File: src/rtl/bcd_disp_mux_pkg.sv
// ---------------------------------------------------------------------------
// bcd_disp_mux_pkg
// Shared constants for seven-segment display drivers.
//   SEG_0..SEG_9 : active-low {a,b,c,d,e,f,g} patterns for decimal digits
//   SEG_DASH     : middle bar only, shown for codes 10..15
//   SEG_BLANK    : all segments off
//   AN_OFF       : all anodes off (active-low anode enables)
//   SSEG_OFF     : all segments and the decimal point off
// ---------------------------------------------------------------------------
package bcd_disp_mux_pkg;

    localparam logic [6:0] SEG_0     = 7'b0000001;
    localparam logic [6:0] SEG_1     = 7'b1001111;
    localparam logic [6:0] SEG_2     = 7'b0010010;
    localparam logic [6:0] SEG_3     = 7'b0000110;
    localparam logic [6:0] SEG_4     = 7'b1001100;
    localparam logic [6:0] SEG_5     = 7'b0100100;
    localparam logic [6:0] SEG_6     = 7'b0100000;
    localparam logic [6:0] SEG_7     = 7'b0001111;
    localparam logic [6:0] SEG_8     = 7'b0000000;
    localparam logic [6:0] SEG_9     = 7'b0000100;
    localparam logic [6:0] SEG_DASH  = 7'b1111110;
    localparam logic [6:0] SEG_BLANK = 7'b1111111;

    localparam logic [3:0] AN_OFF    = 4'b1111;
    localparam logic [7:0] SSEG_OFF  = 8'hFF;

endpackage

File: src/rtl/bcd_disp_mux_if.sv
// ---------------------------------------------------------------------------
// bcd_disp_mux_if
// Bundles the capture inputs and the display outputs of bcd_disp_mux.
//   load        : capture strobe (converter done_tick)
//   bcd3..bcd0  : BCD digits, bcd3 most significant
//   dp_in       : decimal point enables, bit k = digit k, active high
//   an          : anode enables, active low
//   sseg        : segments, active low, sseg[7] = dp
//   valid       : a value has been captured since reset
// master = the side supplying digits and watching the display,
// slave  = the display multiplexer itself.
// ---------------------------------------------------------------------------
interface bcd_disp_mux_if;
    import bcd_disp_mux_pkg::*;

    logic       load;
    logic [3:0] bcd3;
    logic [3:0] bcd2;
    logic [3:0] bcd1;
    logic [3:0] bcd0;
    logic [3:0] dp_in;
    logic [3:0] an;
    logic [7:0] sseg;
    logic       valid;

    modport master (
        output load, bcd3, bcd2, bcd1, bcd0, dp_in,
        input  an, sseg, valid
    );

    modport slave (
        input  load, bcd3, bcd2, bcd1, bcd0, dp_in,
        output an, sseg, valid
    );

endinterface

File: src/rtl/bcd_disp_mux_to_sseg.sv
// ---------------------------------------------------------------------------
// bcd_to_sseg
// Combinational decoder from a 4-bit code to an active-low 7-segment pattern.
//   i_code  : 4-bit code; 0..9 decode to digits, 10..15 to a dash
//   i_blank : forces all segments off regardless of the code
//   o_seg   : active-low {a,b,c,d,e,f,g}
// ---------------------------------------------------------------------------
module bcd_to_sseg
    import bcd_disp_mux_pkg::*;
(
    input  logic [3:0] i_code,
    input  logic       i_blank,
    output logic [6:0] o_seg
);

    // Blank wins over the code; anything outside 0..9 falls through to the dash.
    always_comb begin
        o_seg = SEG_DASH;
        if (i_blank) begin
            o_seg = SEG_BLANK;
        end else begin
            case (i_code)
                4'd0:    o_seg = SEG_0;
                4'd1:    o_seg = SEG_1;
                4'd2:    o_seg = SEG_2;
                4'd3:    o_seg = SEG_3;
                4'd4:    o_seg = SEG_4;
                4'd5:    o_seg = SEG_5;
                4'd6:    o_seg = SEG_6;
                4'd7:    o_seg = SEG_7;
                4'd8:    o_seg = SEG_8;
                4'd9:    o_seg = SEG_9;
                default: o_seg = SEG_DASH;
            endcase
        end
    end

endmodule

File: src/rtl/bcd_disp_mux.sv
// ---------------------------------------------------------------------------
// bcd_disp_mux
// Captures four BCD digits on a load strobe and scans them onto a
// common-anode 4-digit 7-segment display with leading-zero blanking,
// per-digit decimal points, a dash for invalid codes and an anode dead-time
// at the start of every digit slot.
//   clk   : system clock
//   reset : asynchronous, active-high reset
//   bus   : slave side of bcd_disp_mux_if (load/bcd3..0/dp_in in,
//           an/sseg/valid out)
// Parameters:
//   N        : refresh counter width, one full scan = 2^N cycles
//   DEAD     : cycles at the start of each slot with all anodes off
//   BLANK_LZ : 1 = blank leading zeros, 0 = show all four digits
// ---------------------------------------------------------------------------
module bcd_disp_mux
    import bcd_disp_mux_pkg::*;
#(
    parameter int N        = 18,
    parameter int DEAD     = 8,
    parameter int BLANK_LZ = 1
)
(
    input  logic            clk,
    input  logic            reset,
    bcd_disp_mux_if.slave   bus
);

    localparam int OW = N - 2;

    logic [3:0]   r_digit [4];
    logic [3:0]   r_dp;
    logic         r_valid;
    logic [N-1:0] r_q;
    logic [3:0]   r_an;
    logic [7:0]   r_sseg;

    logic [1:0]    w_sel;
    logic [OW-1:0] w_off;
    logic [3:0]    w_blank;
    logic          w_dead;
    logic [6:0]    w_seg;

    assign w_sel = r_q[N-1:N-2];
    assign w_off = r_q[OW-1:0];

    // Capture registers: a load overwrites all digits and decimal points at
    // once, so back-to-back loads simply keep the most recent value.
    always_ff @(posedge clk or posedge reset) begin
        if (reset) begin
            for (int i = 0; i < 4; i++) begin
                r_digit[i] <= 4'd0;
            end
            r_dp    <= 4'b0000;
            r_valid <= 1'b0;
        end else if (bus.load) begin
            r_digit[3] <= bus.bcd3;
            r_digit[2] <= bus.bcd2;
            r_digit[1] <= bus.bcd1;
            r_digit[0] <= bus.bcd0;
            r_dp       <= bus.dp_in;
            r_valid    <= 1'b1;
        end
    end

    // Free-running refresh counter; loads never restart the scan.
    always_ff @(posedge clk or posedge reset) begin
        if (reset) begin
            r_q <= '0;
        end else begin
            r_q <= r_q + 1'b1;
        end
    end

    // A digit is a leading zero only when it and every more significant
    // digit are exactly zero; codes 10..15 count as non-zero. Digit 0 always
    // shows so that a zero value still lights one digit.
    generate
        if (BLANK_LZ != 0) begin : g_blank
            logic w_z3, w_z2, w_z1;
            assign w_z3    = (r_digit[3] == 4'd0);
            assign w_z2    = (r_digit[2] == 4'd0);
            assign w_z1    = (r_digit[1] == 4'd0);
            assign w_blank = {w_z3, w_z3 & w_z2, w_z3 & w_z2 & w_z1, 1'b0};
        end else begin : g_noblank
            assign w_blank = 4'b0000;
        end
    endgenerate

    // Dead-time window at the start of each slot; with DEAD = 0 there is no
    // window at all, which is handled separately to avoid a compare against 0.
    generate
        if (DEAD == 0) begin : g_nodead
            assign w_dead = 1'b0;
        end else begin : g_dead
            assign w_dead = (w_off < OW'(DEAD));
        end
    endgenerate

    bcd_to_sseg u_dec (
        .i_code  (r_digit[w_sel]),
        .i_blank (w_blank[w_sel]),
        .o_seg   (w_seg)
    );

    // Registered display outputs, derived from the current counter and
    // capture registers, so a capture shows up one edge after it happens.
    always_ff @(posedge clk or posedge reset) begin
        if (reset) begin
            r_an   <= AN_OFF;
            r_sseg <= SSEG_OFF;
        end else if (!r_valid || w_dead) begin
            r_an   <= AN_OFF;
            r_sseg <= SSEG_OFF;
        end else begin
            r_an   <= ~(4'b0001 << w_sel);
            r_sseg <= {~r_dp[w_sel], w_seg};
        end
    end

    assign bus.an    = r_an;
    assign bus.sseg  = r_sseg;
    assign bus.valid = r_valid;

endmodule

File: src/flat_wrapper.sv
// flat-port wrapper written by rule: the top's interface ports become plain ports
module bcd_disp_mux_flat import bcd_disp_mux_pkg::*;
#(
    parameter int N        = 18,
    parameter int DEAD     = 8,
    parameter int BLANK_LZ = 1
)
  (clk, reset, bus_load, bus_bcd3, bus_bcd2, bus_bcd1, bus_bcd0, bus_dp_in, bus_an, bus_sseg, bus_valid);
  bcd_disp_mux_if bus_i ();
  input  logic clk;
  input  logic reset;
  input wire logic [$bits(bus_i.load)-1:0] bus_load;
  input wire logic [$bits(bus_i.bcd3)-1:0] bus_bcd3;
  input wire logic [$bits(bus_i.bcd2)-1:0] bus_bcd2;
  input wire logic [$bits(bus_i.bcd1)-1:0] bus_bcd1;
  input wire logic [$bits(bus_i.bcd0)-1:0] bus_bcd0;
  input wire logic [$bits(bus_i.dp_in)-1:0] bus_dp_in;
  output wire logic [$bits(bus_i.an)-1:0] bus_an;
  output wire logic [$bits(bus_i.sseg)-1:0] bus_sseg;
  output wire logic [$bits(bus_i.valid)-1:0] bus_valid;
  assign bus_i.load = bus_load;
  assign bus_i.bcd3 = bus_bcd3;
  assign bus_i.bcd2 = bus_bcd2;
  assign bus_i.bcd1 = bus_bcd1;
  assign bus_i.bcd0 = bus_bcd0;
  assign bus_i.dp_in = bus_dp_in;
  assign bus_an = bus_i.an;
  assign bus_sseg = bus_i.sseg;
  assign bus_valid = bus_i.valid;
  bcd_disp_mux #(.N(N), .DEAD(DEAD), .BLANK_LZ(BLANK_LZ)) u_core (.clk(clk), .reset(reset), .bus(bus_i));
endmodule
File: config.mk
export PLATFORM = sky130hd
export DESIGN_NAME = bcd_disp_mux_flat
export DESIGN_NICKNAME = d
export VERILOG_FILES = /design/src/rtl/bcd_disp_mux_pkg.sv /design/src/rtl/bcd_disp_mux_if.sv /design/src/rtl/bcd_disp_mux_to_sseg.sv /design/src/rtl/bcd_disp_mux.sv /design/src/flat_wrapper.sv
export SDC_FILE = /design/constraint.sdc
export NUM_CORES = 1
export LEC_CHECK = 0
export CAP_MARGIN = 20
export CELL_PAD_IN_SITES_DETAIL_PLACEMENT = 1
export CELL_PAD_IN_SITES_GLOBAL_PLACEMENT = 1
export CORE_MARGIN = 3
export CORE_UTILIZATION = 26
export DETAILED_ROUTE_END_ITERATION = 16
export GPL_TIMING_DRIVEN = 0
export PLACE_DENSITY_LB_ADDON = 0.1
export REMOVE_ABC_BUFFERS = 1
export SLEW_MARGIN = 30
export SYNTH_ARGS = -nofsm -noshare
export SYNTH_HDL_FRONTEND = slang
export SYNTH_SLANG_ARGS = --single-unit
File: constraint.sdc
create_clock -name clk -period 3.6 [get_ports clk]
set_clock_uncertainty 0.15 [all_clocks]
set_input_delay 0.36 -clock clk [delete_from_list [all_inputs] [get_ports clk]]
set_output_delay 0.36 -clock clk [all_outputs]
set_load 0.05 [all_outputs]
==> flow_summary.ini <==
[floorplanning]
design.portCount = 36
core_um2 = 8420
core.rowCount = 33
dieWidth_um = 100
die_y_um = 100
initial_core_util_pct = 27.3
design.die.area_um2 = 10000

[yosys]
synth_area_leader_cell = dfrtp_1
post_synth_num_cell_types = 34
yosys_most_used_dff = dfrtp_1
ys_warn_count = 0
postSynth.asyncResetShare_pct = 100
postSynthRegisterBits = 51
proportion_of_netlist_area_held_by_the_largest_area_contributor_pct = 42.4
syn-cell-area_um2 = 2300
synth_seq_area_share_pct = 56.1
top_count_cell_post_synth = dfrtp_1
synth_cell_count_leaders = 39 x dfrtp_1, 19 x mux2_2, 16 x nand2_1
number_of_enable_flip_flop_cells_after_synthesis = 0
postSynthAreaPerCell_um2 = 12.6
postSynthCellCount = 182
netlist_top_cells_area = dfrtp_1 42%, dfstp_2 14%, mux2_2 9.3%

[worst_setup_path]
cp.required_ns = 3.66
worst_setup_start_kind = register
arrival_ns = 2.88
type_of_element_capturing_the_critical_path = register
timing.critical_path.cells = mux4_1, inv_1, ha_1, a2111oi_0, a2111oi_0, o21ai_0
critPathTopFamily = flip-flops
worstSetupPathType = register to register
timing.critical_path.buf_inv = 1
worst-path-max-fanout = 15
critical_path.max_stage_delay_ns = 0.78
critical_path.slowest_cell = dfrtp_1
crit_top_cell = a2111oi_0

[route]
initialDrtViolationCount = 33
final_antenna_net_count = 0
routed_wire_length_per_instance_um = 15.1
drt_wl_total_mm = 4.92
vias_per_cell = 4.65
drt_pre_antenna_iters = 4
route.vias.total = 1512
drc_errors = 0

[layout]
synth_to_layout_area_growth_pct = 24.3
final_nets = 249
drive_above_1_share_pct = 20.0
fill_cells = 918
fin_cells = 325
num_antenna_cells = 0

[timing]
fin_max_slew_vios = 0
fmax_ghz = 0.355
timing.slew.headroom_pct = 51.6
finalSetupViolations = 0
rsz_0062_raised_after_global_routing = false
finalWorstPathRequiredPeriod_ns = 2.82
final_hold_viol_count = 0
fin_crit_sh_pct = 78.3
setup-tns-final_ns = 0
tightestPinTransition_ns = 0.717

[global_route]
global_route.usage.total_pct = 11.2
grt_antenna_before_repair = 0
grt_start_max_net_pins = 52
first_pass_grt_wire_length_mm = 8.69
overflow = 0
number_of_global_route_vias_before_repair = 1666

[job]
drv_cap = 0

[cts]
post_cts_resize_count = 0
cts_post_setup_buffers_inserted = 0
cts_tree = done
clkTransAtPathRegs_ns = 0.09
clk_path_buf_depth = 2
number_of_buffers_added_by_the_clock_tree_synthesis_step = 5
clkLatencyLatePin_ns = 0.30
cts_hold_buf = 0
tritoncts_num_sinks = 51
clock_tree.htree_level_count = 2
cts-root-buf = clkbuf_8

[power_and_ir_drop]
ir_worst_vdd_mv = 0.147
power.static_leakage_nw = 1.21
power-per-cell-area_nw_per_um2 = 429

[status]
run_status = completed

[place]
post-dp-hpwl_mm = 3.62
io_buffers = 35
globalplace.congestion = 0.733
dpl.cell_count = 317

[worst_hold_path]
timing.hold.worst.class = register to register
## registers in the layout, indices dropped and copies added, names as in the netlist
name and cells:
u_core.r_dp 4, u_core.bus.valid 1, u_core.r_digit 16, u_core.r_q 18, u_core.bus.an 4, u_core.bus.sseg 8
## cell type report
type                            instances  area, µm²  share of cell area (%)
Clock buffer                            7       76.3                    2.67
Inverter                                9       36.3                    1.27
Clock inverter                          1       30.0                    1.05
Tap cell                              105        131                    4.59
Sequential cell                        51       1290                    45.1
Multi-Input combinational cell        117        950                    33.2
Timing Repair Buffer                   35        345                    12.1
## final timing paths
kind	startpoint	end	slack [ns]	depth (start not counted)
hold reg to reg	u_core.r_q[0]	u_core.r_q[0]	0.33	1
setup / recovery	u_core.r_q[16]	u_core.bus.sseg[2]	0.78	6
min in group asynchronous	reset	u_core.r_q[10]	0.35	2
hold / removal	u_core.r_q[0]	u_core.r_q[0]	0.33	1
max in group asynchronous	reset	u_core.r_digit[9]	2.53	2
setup reg to reg	u_core.r_q[16]	u_core.bus.sseg[2]	0.78	6
## worst register-to-register path: cells and delay by family, from the launching register on
kind	cells	cell delay, ns
flops	1	0.78
buf+inv	1	0.16
compound gates	3	0.67
mux	1	0.77
fa+ha+maj	1	0.21
## cells by family after synthesis
group | Yosys count | share of synthesized area (%)
AND/OR/NAND/NOR | 53 | 10.7
flip-flops | 51 | 56.1
multiplexers | 25 | 15.1
AO/OA/AOI/OAI | 16 | 5.55
XOR/XNOR | 16 | 6.09
buffers and inverters | 14 | 2.61
adder cells (fa/ha/maj) | 7 | 3.81
## through the flow
step / setup slack [ns] / hold WS (ns) / power [mW] / util, % / cell area [µm²]
after floorplan: 1.25 / 0.293 / 0.772 / - / 2270
after global placement: 0.850 / 0.308 / 0.845 / 32.7 / 2760
after detailed placement: 0.756 / 0.322 / 0.854 / 32.8 / 2760
after CTS: 0.744 / 0.336 / 1.25 / 34.0 / 2870
after global routing: 0.508 / 0.352 / 1.31 / 34.0 / 2860
final: 0.783 / 0.326 / 1.23 / 34.0 / 2860
## layout by cell type, fill, tap and decap left out
cell              n
and3_1            3
a41o_1            1
mux4_2            2
o21bai_1          1
nand4_1           3
buf_2             1
clkbuf_8          5
a21oi_1           2
xor2_1            5
inv_4             1
mux2_2           19
nor4_1            3
or2_2             1
nand2_1          16
mux4_1            3
inv_1             8
nor2_1           13
o21a_1            1
nand2b_1          2
mux2i_1           1
bufinv_16         1
nor3b_1           1
o41ai_1           1
xnor2_1          11
a2111oi_0         2
nand3_1           7
nor3_1            4
o21ai_0           3
a31oi_1           1
dfrtp_1          39
ha_1              7
o21ai_1           2
clkbuf_1          2
dfstp_2          12
clkdlybuf4s50_1  34
a31o_2            1
a311oi_4          1
## per-layer routing
layer / wire length [µm] / GRT usage (%)
met4: 59 / 3.73
met1: 2190 / 14.7
met3: 249 / 3.34
met5: 0 / 0
met2: 2420 / 17.7
## where the power goes
part / switching (mW) / leakage, nW / total, mW / internal, mW
Combinational: 0.112 / 0.556 / 0.198 / 0.0861
Clock: 0.182 / 0.0524 / 0.390 / 0.208
Sequential: 0.0198 / 0.606 / 0.639 / 0.619
Total: 0.313 / 1.21 / 1.23 / 0.913
Power figures use the tool's default switching activity.
